<file path="src/rtl/alu_seq_pkg.sv">
// Shared opcode, flag-index and FSM-state definitions for the sequential ALU.
package alu_seq_pkg;

    typedef enum logic [4:0] {
        NOP         = 5'd0,
        MOV         = 5'd1,
        CMP         = 5'd2,
        TEST        = 5'd3,
        SHFT_L      = 5'd4,
        SHFT_R      = 5'd5,
        ADD         = 5'd6,
        ADC         = 5'd7,
        SUB         = 5'd8,
        SBB         = 5'd9,
        MUL         = 5'd10,
        AND         = 5'd11,
        OR          = 5'd12,
        XOR         = 5'd13,
        NOT         = 5'd14,
        CLEAR_FLAGS = 5'd15,
        DIV         = 5'd16
    } alu_op_t;

    localparam int FLAG_Z = 7;
    localparam int FLAG_S = 6;
    localparam int FLAG_C = 5;
    localparam int FLAG_O = 4;

    typedef enum logic {
        IDLE = 1'b0,
        RUN  = 1'b1
    } state_t;

endpackage

</file>
<file path="src/rtl/alu_seq_muldiv.sv">
// Iterative unsigned shift-add multiplier and restoring divider; one bit per cycle.
// fin is asserted during the last iteration and lo/hi already carry the final values then.
module alu_seq_muldiv
    import alu_seq_pkg::*;
#(
    parameter int WORD_SIZE = 8
) (
    input  logic                 clk,
    input  logic                 rst_n,
    input  logic                 go,
    input  logic                 is_div,
    input  logic [WORD_SIZE-1:0] a,
    input  logic [WORD_SIZE-1:0] b,
    output logic                 fin,
    output logic [WORD_SIZE-1:0] lo,
    output logic [WORD_SIZE-1:0] hi
);

    localparam int CNT_W = $clog2(WORD_SIZE);

    logic                 active;
    logic [CNT_W-1:0]     cnt;
    logic                 is_div_r;
    logic [WORD_SIZE-1:0] acc;
    logic [WORD_SIZE-1:0] mq;
    logic [WORD_SIZE-1:0] dv;
    logic [WORD_SIZE-1:0] acc_nxt;
    logic [WORD_SIZE-1:0] mq_nxt;
    logic [WORD_SIZE:0]   mul_sum;
    logic [WORD_SIZE:0]   div_sh;

    always_ff @(posedge clk or negedge rst_n) begin
        if (!rst_n) begin
            active <= 1'b0;
            cnt    <= '0;
        end else if (go) begin
            active <= 1'b1;
            cnt    <= CNT_W'(WORD_SIZE - 1);
        end else if (active) begin
            if (cnt == '0)
                active <= 1'b0;
            else
                cnt <= cnt - 1'b1;
        end
    end

    always_ff @(posedge clk) begin
        if (go) begin
            acc      <= '0;
            mq       <= a;
            dv       <= b;
            is_div_r <= is_div;
        end else if (active) begin
            acc <= acc_nxt;
            mq  <= mq_nxt;
        end
    end

    // Multiply: {acc,mq} shifts right with the multiplicand added on mq[0].
    // Divide: {acc,mq} shifts left and the divisor is subtracted whenever it fits;
    // a zero divisor always "fits", giving an all-ones quotient and remainder A.
    always_comb begin
        mul_sum = mq[0] ? ({1'b0, acc} + {1'b0, dv}) : {1'b0, acc};
        div_sh  = {acc, mq[WORD_SIZE-1]};
        if (is_div_r) begin
            if (div_sh >= {1'b0, dv}) begin
                acc_nxt = div_sh[WORD_SIZE-1:0] - dv;
                mq_nxt  = {mq[WORD_SIZE-2:0], 1'b1};
            end else begin
                acc_nxt = div_sh[WORD_SIZE-1:0];
                mq_nxt  = {mq[WORD_SIZE-2:0], 1'b0};
            end
        end else begin
            acc_nxt = mul_sum[WORD_SIZE:1];
            mq_nxt  = {mul_sum[0], mq[WORD_SIZE-1:1]};
        end
    end

    assign fin = active && (cnt == '0);
    assign lo  = mq_nxt;
    assign hi  = acc_nxt;

endmodule

</file>
<file path="src/rtl/alu_seq.sv">
// Sequential ALU: single-cycle datapath and flag logic, start/done FSM,
// and an iterative MUL/DIV engine with a persistent flags register.
module alu_seq
    import alu_seq_pkg::*;
#(
    parameter int WORD_SIZE = 8
) (
    input  logic                 clk,
    input  logic                 rst_n,
    input  logic                 start,
    input  logic [4:0]           mode_select,
    input  logic [WORD_SIZE-1:0] input_A,
    input  logic [WORD_SIZE-1:0] input_B,
    output logic [WORD_SIZE-1:0] output_C,
    output logic [WORD_SIZE-1:0] output_hi,
    output logic [7:0]           flags,
    output logic                 busy,
    output logic                 done
);

    localparam logic [WORD_SIZE-1:0] W_VAL = WORD_SIZE'(WORD_SIZE);

    state_t               state;
    state_t               state_nxt;
    alu_op_t              op_in;
    alu_op_t              op_r;
    logic                 b_zero_r;
    logic                 accept;
    logic                 is_muldiv_in;
    logic                 go;
    logic                 fin;
    logic [WORD_SIZE-1:0] md_lo;
    logic [WORD_SIZE-1:0] md_hi;

    logic [WORD_SIZE:0]   cin;
    logic [WORD_SIZE:0]   add_w;
    logic [WORD_SIZE:0]   sub_w;
    logic [WORD_SIZE:0]   shl_w;
    logic [WORD_SIZE:0]   shr_w;
    logic                 add_ovf;
    logic                 sub_ovf;
    logic                 shr_c;
    logic [WORD_SIZE-1:0] res;
    logic                 c_n;
    logic                 o_n;
    logic                 wr_res;
    logic                 wr_zs;
    logic                 wr_co;
    logic                 clr;
    logic                 md_c;
    logic                 md_o;

    assign op_in        = alu_op_t'(mode_select);
    assign accept       = (state == IDLE) && start;
    assign is_muldiv_in = (op_in == MUL) || (op_in == DIV);
    assign go           = accept && is_muldiv_in;
    assign busy         = (state == RUN);

    alu_seq_muldiv #(.WORD_SIZE(WORD_SIZE)) u_muldiv (
        .clk    (clk),
        .rst_n  (rst_n),
        .go     (go),
        .is_div (op_in == DIV),
        .a      (input_A),
        .b      (input_B),
        .fin    (fin),
        .lo     (md_lo),
        .hi     (md_hi)
    );

    always_ff @(posedge clk or negedge rst_n) begin
        if (!rst_n)
            state <= IDLE;
        else
            state <= state_nxt;
    end

    always_comb begin
        state_nxt = state;
        case (state)
            IDLE:    if (go) state_nxt = RUN;
            RUN:     if (fin) state_nxt = IDLE;
            default: state_nxt = IDLE;
        endcase
    end

    always_ff @(posedge clk) begin
        if (go) begin
            op_r     <= op_in;
            b_zero_r <= (input_B == '0);
        end
    end

    // Single-cycle datapath evaluated straight from the inputs at the accept edge.
    always_comb begin
        cin     = {{WORD_SIZE{1'b0}}, flags[FLAG_C]};
        add_w   = {1'b0, input_A} + {1'b0, input_B} + ((op_in == ADC) ? cin : '0);
        sub_w   = {1'b0, input_A} - {1'b0, input_B} - ((op_in == SBB) ? cin : '0);
        add_ovf = (input_A[WORD_SIZE-1] == input_B[WORD_SIZE-1]) &&
                  (add_w[WORD_SIZE-1] != input_A[WORD_SIZE-1]);
        sub_ovf = (input_A[WORD_SIZE-1] != input_B[WORD_SIZE-1]) &&
                  (sub_w[WORD_SIZE-1] != input_A[WORD_SIZE-1]);
        shl_w   = {1'b0, input_A} << input_B;
        shr_w   = {input_A, 1'b0} >> input_B;
        // At B == W the carry is defined as bit W-B (bit 0) for both directions.
        if (input_B < W_VAL)
            shr_c = shr_w[0];
        else if (input_B == W_VAL)
            shr_c = input_A[0];
        else
            shr_c = 1'b0;

        res    = '0;
        c_n    = 1'b0;
        o_n    = 1'b0;
        wr_res = 1'b0;
        wr_zs  = 1'b0;
        wr_co  = 1'b0;
        clr    = 1'b0;
        case (op_in)
            MOV:         begin res = input_B; wr_res = 1'b1; wr_zs = 1'b1; end
            CMP:         begin res = sub_w[WORD_SIZE-1:0]; c_n = sub_w[WORD_SIZE]; o_n = sub_ovf;
                               wr_zs = 1'b1; wr_co = 1'b1; end
            TEST:        begin res = input_A & input_B; wr_zs = 1'b1; wr_co = 1'b1; end
            SHFT_L:      begin res = shl_w[WORD_SIZE-1:0]; c_n = shl_w[WORD_SIZE];
                               wr_res = 1'b1; wr_zs = 1'b1; wr_co = 1'b1; end
            SHFT_R:      begin res = input_A >> input_B; c_n = shr_c;
                               wr_res = 1'b1; wr_zs = 1'b1; wr_co = 1'b1; end
            ADD, ADC:    begin res = add_w[WORD_SIZE-1:0]; c_n = add_w[WORD_SIZE]; o_n = add_ovf;
                               wr_res = 1'b1; wr_zs = 1'b1; wr_co = 1'b1; end
            SUB, SBB:    begin res = sub_w[WORD_SIZE-1:0]; c_n = sub_w[WORD_SIZE]; o_n = sub_ovf;
                               wr_res = 1'b1; wr_zs = 1'b1; wr_co = 1'b1; end
            AND:         begin res = input_A & input_B; wr_res = 1'b1; wr_zs = 1'b1; wr_co = 1'b1; end
            OR:          begin res = input_A | input_B; wr_res = 1'b1; wr_zs = 1'b1; wr_co = 1'b1; end
            XOR:         begin res = input_A ^ input_B; wr_res = 1'b1; wr_zs = 1'b1; wr_co = 1'b1; end
            NOT:         begin res = ~input_A; wr_res = 1'b1; wr_zs = 1'b1; wr_co = 1'b1; end
            CLEAR_FLAGS: clr = 1'b1;
            default:     ;
        endcase
    end

    always_comb begin
        md_c = 1'b0;
        md_o = b_zero_r;
        if (op_r == MUL) begin
            md_c = (md_hi != '0);
            md_o = (md_hi != '0);
        end
    end

    always_ff @(posedge clk or negedge rst_n) begin
        if (!rst_n) begin
            output_C  <= '0;
            output_hi <= '0;
            flags     <= '0;
            done      <= 1'b0;
        end else begin
            done <= 1'b0;
            if (accept && !is_muldiv_in) begin
                done <= 1'b1;
                if (clr)
                    flags <= '0;
                if (wr_res) begin
                    output_C  <= res;
                    output_hi <= '0;
                end
                if (wr_zs) begin
                    flags[FLAG_Z] <= (res == '0);
                    flags[FLAG_S] <= res[WORD_SIZE-1];
                end
                if (wr_co) begin
                    flags[FLAG_C] <= c_n;
                    flags[FLAG_O] <= o_n;
                end
            end else if ((state == RUN) && fin) begin
                done          <= 1'b1;
                output_C      <= md_lo;
                output_hi     <= md_hi;
                flags[FLAG_Z] <= (md_lo == '0);
                flags[FLAG_S] <= md_lo[WORD_SIZE-1];
                flags[FLAG_C] <= md_c;
                flags[FLAG_O] <= md_o;
            end
        end
    end

endmodule

</file>
<file path="config.mk">
export PLATFORM = sky130hd
export DESIGN_NAME = alu_seq
export DESIGN_NICKNAME = d
export VERILOG_FILES = /design/src/rtl/alu_seq_pkg.sv /design/src/rtl/alu_seq_muldiv.sv /design/src/rtl/alu_seq.sv
export SDC_FILE = /design/constraint.sdc
export NUM_CORES = 1
export LEC_CHECK = 0
export ABC_CLOCK_PERIOD_IN_PS = 3100
export CORE_AREA = 5 5 94 140
export CTS_CLUSTER_SIZE = 40
export DETAILED_ROUTE_END_ITERATION = 6
export DIE_AREA = 0 0 99 145
export GPL_ROUTABILITY_DRIVEN = 1
export HOLD_SLACK_MARGIN = 0.15
export PLACE_DENSITY = 0.76
export REMOVE_ABC_BUFFERS = 1
export SLEW_MARGIN = 10
export SYNTH_ARGS = -nofsm -noshare
export SYNTH_HDL_FRONTEND = slang
export SYNTH_SLANG_ARGS = --single-unit
export TNS_END_PERCENT = 100
</file>
<file path="constraint.sdc">
create_clock -name clk -period 3.1 [get_ports clk]
set_input_delay 0.62 -clock clk [delete_from_list [all_inputs] [get_ports clk]]
set_output_delay 0.62 -clock clk [all_outputs]
set_load 0.01 [all_outputs]
</file>
* Word-level counts from Yosys, hierarchy flattened
Index checks and enable logic that the tools add are counted.
Operators by class: equal/unequal tests 26, order comparisons 2, shift operators 3, reduce and logical (&&, ||, !) cells 26, mux-type cells 42, bitwise operators 5, $add $sub $neg 7
Operator list (number):
- 8-bit two-way mux | 12
- 8-bit case mux with 9 select lines | 1
- 5-bit by 4-bit == test with 1-bit output (second input constant) | 9
- 8-bit logical NOT | 3
- 5-bit by 3-bit == test with 1-bit output (second input constant) | 4
- 8-bit by 8-bit adder with 9-bit output | 2
- 1-bit two-way mux | 18
- 13-bit OR reduction | 1
- 12-bit OR reduction | 1
- 11-bit OR reduction | 1
- 5-bit by 2-bit == test with 1-bit output (second input constant) | 2
- 9-bit by 1-bit adder with 9-bit output | 1
- 9-bit by 8-bit >= comparator with 1-bit output | 1
- 3-bit two-way mux | 3
- 9-bit two-way mux | 1
- 8-bit by 8-bit left shift with 9-bit output | 1
- 9-bit by 8-bit >> shifter with 1-bit output | 1
- 8-bit by 8-bit subtractor with 9-bit output | 1
- 9-bit by 1-bit subtractor with 9-bit output | 1
- 8-bit AND | 1
- 8-bit by 4-bit == test with 1-bit output (second input constant) | 1
- 8-bit by 4-bit < comparator with 1-bit output (second input constant) | 1
- 4-bit two-way mux | 2
- 8-bit NOT | 1
- 24 further kinds | 41
Storage, ports and cells: output and inout bits 26, word-level logic and storage cells 125, register bits after elaboration 57

* Logic depth before layout (Yosys ltp)
Gate-level depths: netlist of run 1.
word-level depth 8, depth in mapped cells 14, depth with buffers taken out 13

* Hierarchy
From an unflattened synthesis of run 1, not the netlist that was laid out.
Second synthesis, totals: cells, all modules 657, area total of the unflattened synthesis 5713.0 µm²
Modules (own cells, without submodules):
- alu_seq | area each 3452.1 µm², sequential area each 730.7 µm², times used 1, cells an instance 421
- alu_seq_muldiv | area each 2260.9 µm², sequential area each 770.7 µm², times used 1, cells an instance 236

* Worst setup path after synthesis of run 1
Ideal clock, no wire load.
path kind input-to-reg, from input port input_B[0], to register output_C[7], data arrival time 3.287 ns, stages 14, library setup time 0.125 ns, path buffers 2, path slack -0.311 ns, cell sequence buf_2 -> buf_2 -> inv_1 -> fa_1 -> inv_1 -> ha_1 -> o21ai_1 -> a311oi_1 -> a21o_1 -> a21oi_1 -> xnor2_1 -> a221oi_2 -> a21oi_1 -> mux2_2
Between the ends: longest elaborated chain between the ends 5, elaborated cells on any way between the ends 9
RTL lines:
- from (decl) | RTL line alu_seq.sv:13 | input logic [WORD_SIZE-1:0] input_B,
- 8-bit by 8-bit subtractor with 9-bit output or 8-bit by 8-bit adder with 9-bit output (tied branches) | RTL line alu_seq.sv:98, alu_seq.sv:97
- 9-bit by 1-bit subtractor with 9-bit output or 9-bit by 1-bit adder with 9-bit output (tied branches) | RTL line alu_seq.sv:98, alu_seq.sv:97
- 8-bit case mux with 9 select lines * | RTL line alu_seq.sv:120 | case (op_in)
- 8-bit two-way mux * | RTL line alu_seq.sv:163 | if (wr_res) begin
- 8-bit two-way mux * | RTL line alu_seq.sv:159 | if (accept && !is_muldiv_in) begin
- to (signal assigned) | RTL line alu_seq.sv:164 | output_C <= res;
- to (signal assigned) | RTL line alu_seq.sv:177 | output_C <= md_lo;
- to (decl) | RTL line alu_seq.sv:14 | output logic [WORD_SIZE-1:0] output_C,
Mark *: on every way between the ends. The rest lies on a longest branch, timed or not. The select of a mux whose other input is x is not followed. A chain may end at the register's enable or synchronous reset.

* Worst setup path after layout of run 1
from input port input_A[4], to register output_C[7]
Between the ends: longest elaborated chain between the ends 5, elaborated cells on any way between the ends 9
RTL lines:
- from (decl) | RTL line alu_seq.sv:12 | input logic [WORD_SIZE-1:0] input_A,
- 8-bit by 8-bit subtractor with 9-bit output or 8-bit by 8-bit adder with 9-bit output (tied branches) | RTL line alu_seq.sv:98, alu_seq.sv:97
- 9-bit by 1-bit subtractor with 9-bit output or 9-bit by 1-bit adder with 9-bit output (tied branches) | RTL line alu_seq.sv:98, alu_seq.sv:97
- 8-bit case mux with 9 select lines * | RTL line alu_seq.sv:120
- 8-bit two-way mux * | RTL line alu_seq.sv:163
- 8-bit two-way mux * | RTL line alu_seq.sv:159
Marked as above.

==> metrics.md, run 1 <==
| Metric | Value |
|---|---|
| H-tree levels | 3 |
| Vias | 5809 |
| Synth async-reset ratio | 45.61% |
| Fmax | 326.7 MHz |
| Die X | 99 um |
| Pin count of the biggest net entering global routing | 27 |
| First-pass DRT Iterations | 5 |
| Post-synthesis sequential area ratio | 27.03% |
| Rows | 49 |
| Final Hold Viols | 0 |
| Clock Skews | 0.009998 ns |
| Layout Area Growth over Synthesis | 33.11% |
| Io pins | 50 |
| Final hold slack | 0.4866 ns |
| Synth Flop Type | dfrtp_1 |
| # setup viols final | 0 |
| Clock tree buffer depth | 2 |
| Overall Global Routing Usage | 28.23% |
| Residual DRC | 0 |
| Final Cycle Share | 98.75% |
| Worst rel slew slack | 59.38% |
| Final slew viol count | 0 |
| First-pass GRT wire length | 31510 um |
| CTS sink cnt | 57 |
| Post-route ant nets | 0 |
| # port buffers | 45 |
| Drt first-iter violations | 453 |
| Most instantiated cells after synthesis | nor2_1, ha_1, inv_1 |
| Max VDD drop | 0.0003191 V |
| Num CTS Buffers | 9 |
| Worst-path clk slew | 0.05 ns |
| CP required | 3.31 ns |
| Synth Area in XOR/XNOR | 2.365% |
| Final min period | 3.061 ns |
| Fillers | 1019 |
| Routability cong. | 1.018 |
| Hpwl dp | 16320 um |
| Vias in the first global route | 5977 |
| Crit-path max FO | 2 |
| Vias per cell | 6.147 |
| Synth warnings | 0 |
| Post-synth EDFFs | 23 |
| Simple-gate area share of the yosys netlist | 19.35% |
| Total wire length | 20590 um |
| Largest family of logic cells by synthesized area | compound AO/OA/AOI/OAI gates |
| Max Cap Violations | 0 |
| Adder-Cell Fraction of Synth Area | 12.97% |
| Netlist cell types | 81 |
| Gr ovfl total | 0 |
| Status | finished clean |
| Post-DR wirelength/cell | 21.79 um |
| Pwr Density | 645.8 nW/um^2 |
| RSZ-0062 raised after global routing | true |
| Proportion of synthesized area in mux cells | 6.577% |
| Area of the mapped netlist | 5555 sq um |
| Synth top area share | 12.43% |
| Worst setup EP type | register |
| Nets | 865 |
| WP data arrival | 3.27 ns |
| Die Area | 14360 sq um |
| Diode count | 0 |
| Worst-Margin Slew | 0.6029 ns |
| Most frequent cell after synthesis | nor2_1 |
| Worst Setup Start Kind | input port |
| Hold-fix buffers, CTS | 0 |
| Insertion delay to the later sink of the worst-skew pair | 0.33 ns |
| Post-Place Cells | 921 |
| Area of the core | 11830 sq um |
| Synthesized instance count | 645 |
| Die Y | 145 um |
| Syn_area_per_cell | 8.613 sq um |
| Clock root buffer | clkbuf_16 |
| Worst hold path type | register to register |
| #FFs+latches synth | 57 |
| Yosys top cell by area | edfxtp_1 |
| Layout cells sized above 1 | 24.87% |
| Initial antenna violation count | 0 |
| Setup CP Type | input port to register |
| Synth area leaders | edfxtp_1, dfrtp_1, ha_1 |
| Post-Layout Cell Count | 945 |
| Leakage Power | 3.325 nW |
| Complex-gate fraction of the synthesized area | 24.64% |
| Initial Utilization | 46.95% |
| TritonCTS clock tree | done |
-- final timing paths --
kind                                      to  slack [ns]  depth (start not counted)      startpoint
min in group asynchronous               busy        0.67                          2           rst_n
max in group asynchronous       output_hi[1]        2.19                          2           rst_n
worst min-delay path            output_hi[5]        0.49                          2    output_hi[5]
worst max register to register      flags[4]        0.12                          9  u_muldiv.dv[3]
worst max-delay path             output_C[7]        0.04                         12      input_A[4]
worst min register to register  output_hi[5]        0.49                          2    output_hi[5]
-- report_power, final --
part           leakage, nW  total [mW]  internal, mW  switching, mW
Combinational         2.58        2.59          1.21           1.38
Clock                0.148       0.973         0.624          0.348
Sequential           0.598        1.22          1.03          0.190
-- worst max-delay path, stage by stage --
cell	delay [ns]
clkdlybuf4s50_1	0.47
inv_1	0.08
ha_1	0.36
ha_4	0.29
nor2_1	0.05
a311oi_2	0.28
a21o_1	0.18
a21oi_2	0.07
xnor2_2	0.14
a221oi_2	0.32
a21oi_1	0.12
mux2_2	0.28
-- cell families after synthesis --
family	count (synthesis)
buf+inv	91
xor+xnor	15
flops	57
mux	27
fa+ha+maj	54
other cells	1
simple gates	205
compound gates	195
-- flip-flops by register name, indices dropped and copies added (netlist names) --
signal,cells
output_C,8
output_hi,8
u_muldiv.acc,8
u_muldiv.dv,8
u_muldiv.mq,8
op_r,5
flags,4
u_muldiv.cnt,3
b_zero_r,1
busy,1
done,1
u_muldiv.active,1
u_muldiv.is_div_r,1
-- through the flow --
stage / util (%) / TNS [ns] / worst slack, ns / area (sq um) / total power [mW]
5_1_grt: 62.49 / -0.2290 / -0.07112 / 7395 / 5.060
4_1_cts: 61.80 / 0 / 0.01186 / 7312 / 4.732
3_5_place_dp: 58.22 / -7.049 / -0.7522 / 6889 / 3.712
2_1_floorplan: - / -0.1132 / -0.05661 / 5354 / 2.569
3_3_place_gp: 58.22 / -6.676 / -0.7265 / 6889 / 3.629
6_report: 62.49 / 0 / 0.03866 / 7395 / 4.776
-- final cells by class --
class	instances	area, sq um	share of cell area, %
Clock inverter	6	65.06	0.8799
Multi-Input combinational cell	500	3821	51.68
Timing Repair Buffer	172	1409	19.05
Sequential cell	57	1503	20.32
Clock buffer	10	229.0	3.096
Tap cell	153	191.4	2.589
Inverter	47	176.4	2.386
-- cell usage in the layout (no fill, tap or decap), types with 8 or more instances in the layout --
cell,Yosys,final
a21oi_1,40,37
nor2b_1,10,9
nand2b_1,9,8
nand3_1,10,8
nor3_1,16,15
o21ai_0,34,34
a21o_1,11,11
clkdlybuf4s50_1,0,36
clkbuf_16,0,9
mux2i_1,17,17
dfrtp_1,26,26
ha_1,48,45
and3_1,8,8
nand2_1,45,45
o21a_1,9,9
nor2_1,61,61
a211oi_1,13,13
inv_1,46,44
edfxtp_1,23,23
buf_4,8,124
-- layer usage --
layer  routed length (um)  part of all wire (%)  GRT usage [%]  vias to the layer above
li1                     -                     -              -                     2662
met1                 7016                    34          28.56                     2762
met2                10680                    52          49.87                      280
met3                  953                   4.6          3.458                      105
met4                 1937                   9.4          24.33                        0
met5                    0                     0              0                        -
-- what timing repair did --
action,in CTS,in global routing
endpoints found under the hold margin,0,0
gates resized for setup,37,22
endpoints found under the setup margin,10,8
setup buffers,6,2
pin swaps,15,12
(Power assumes the default switching activity.)
==> run 2: changes to the inputs <==
--- a/config.mk
+++ b/config.mk
@@ -7,6 +7,7 @@
 export LEC_CHECK = 0
 export ABC_CLOCK_PERIOD_IN_PS = 3100
 export CORE_AREA = 5 5 94 140
+export CTS_CLUSTER_DIAMETER = 40
 export CTS_CLUSTER_SIZE = 40
 export DETAILED_ROUTE_END_ITERATION = 6
 export DIE_AREA = 0 0 99 145
==> results of run 2 <==
Same layout as run 1: the final DEF is identical, and so are final timing and power.
==> run 3: changes to the inputs <==
--- a/config.mk
+++ b/config.mk
@@ -5,7 +5,6 @@
 export SDC_FILE = /design/constraint.sdc
 export NUM_CORES = 1
 export LEC_CHECK = 0
-export ABC_CLOCK_PERIOD_IN_PS = 3100
 export CORE_AREA = 5 5 94 140
 export CTS_CLUSTER_DIAMETER = 40
 export CTS_CLUSTER_SIZE = 40
==> results of run 3 <==
Same layout as run 1: the final DEF is identical, and so are final timing and power.
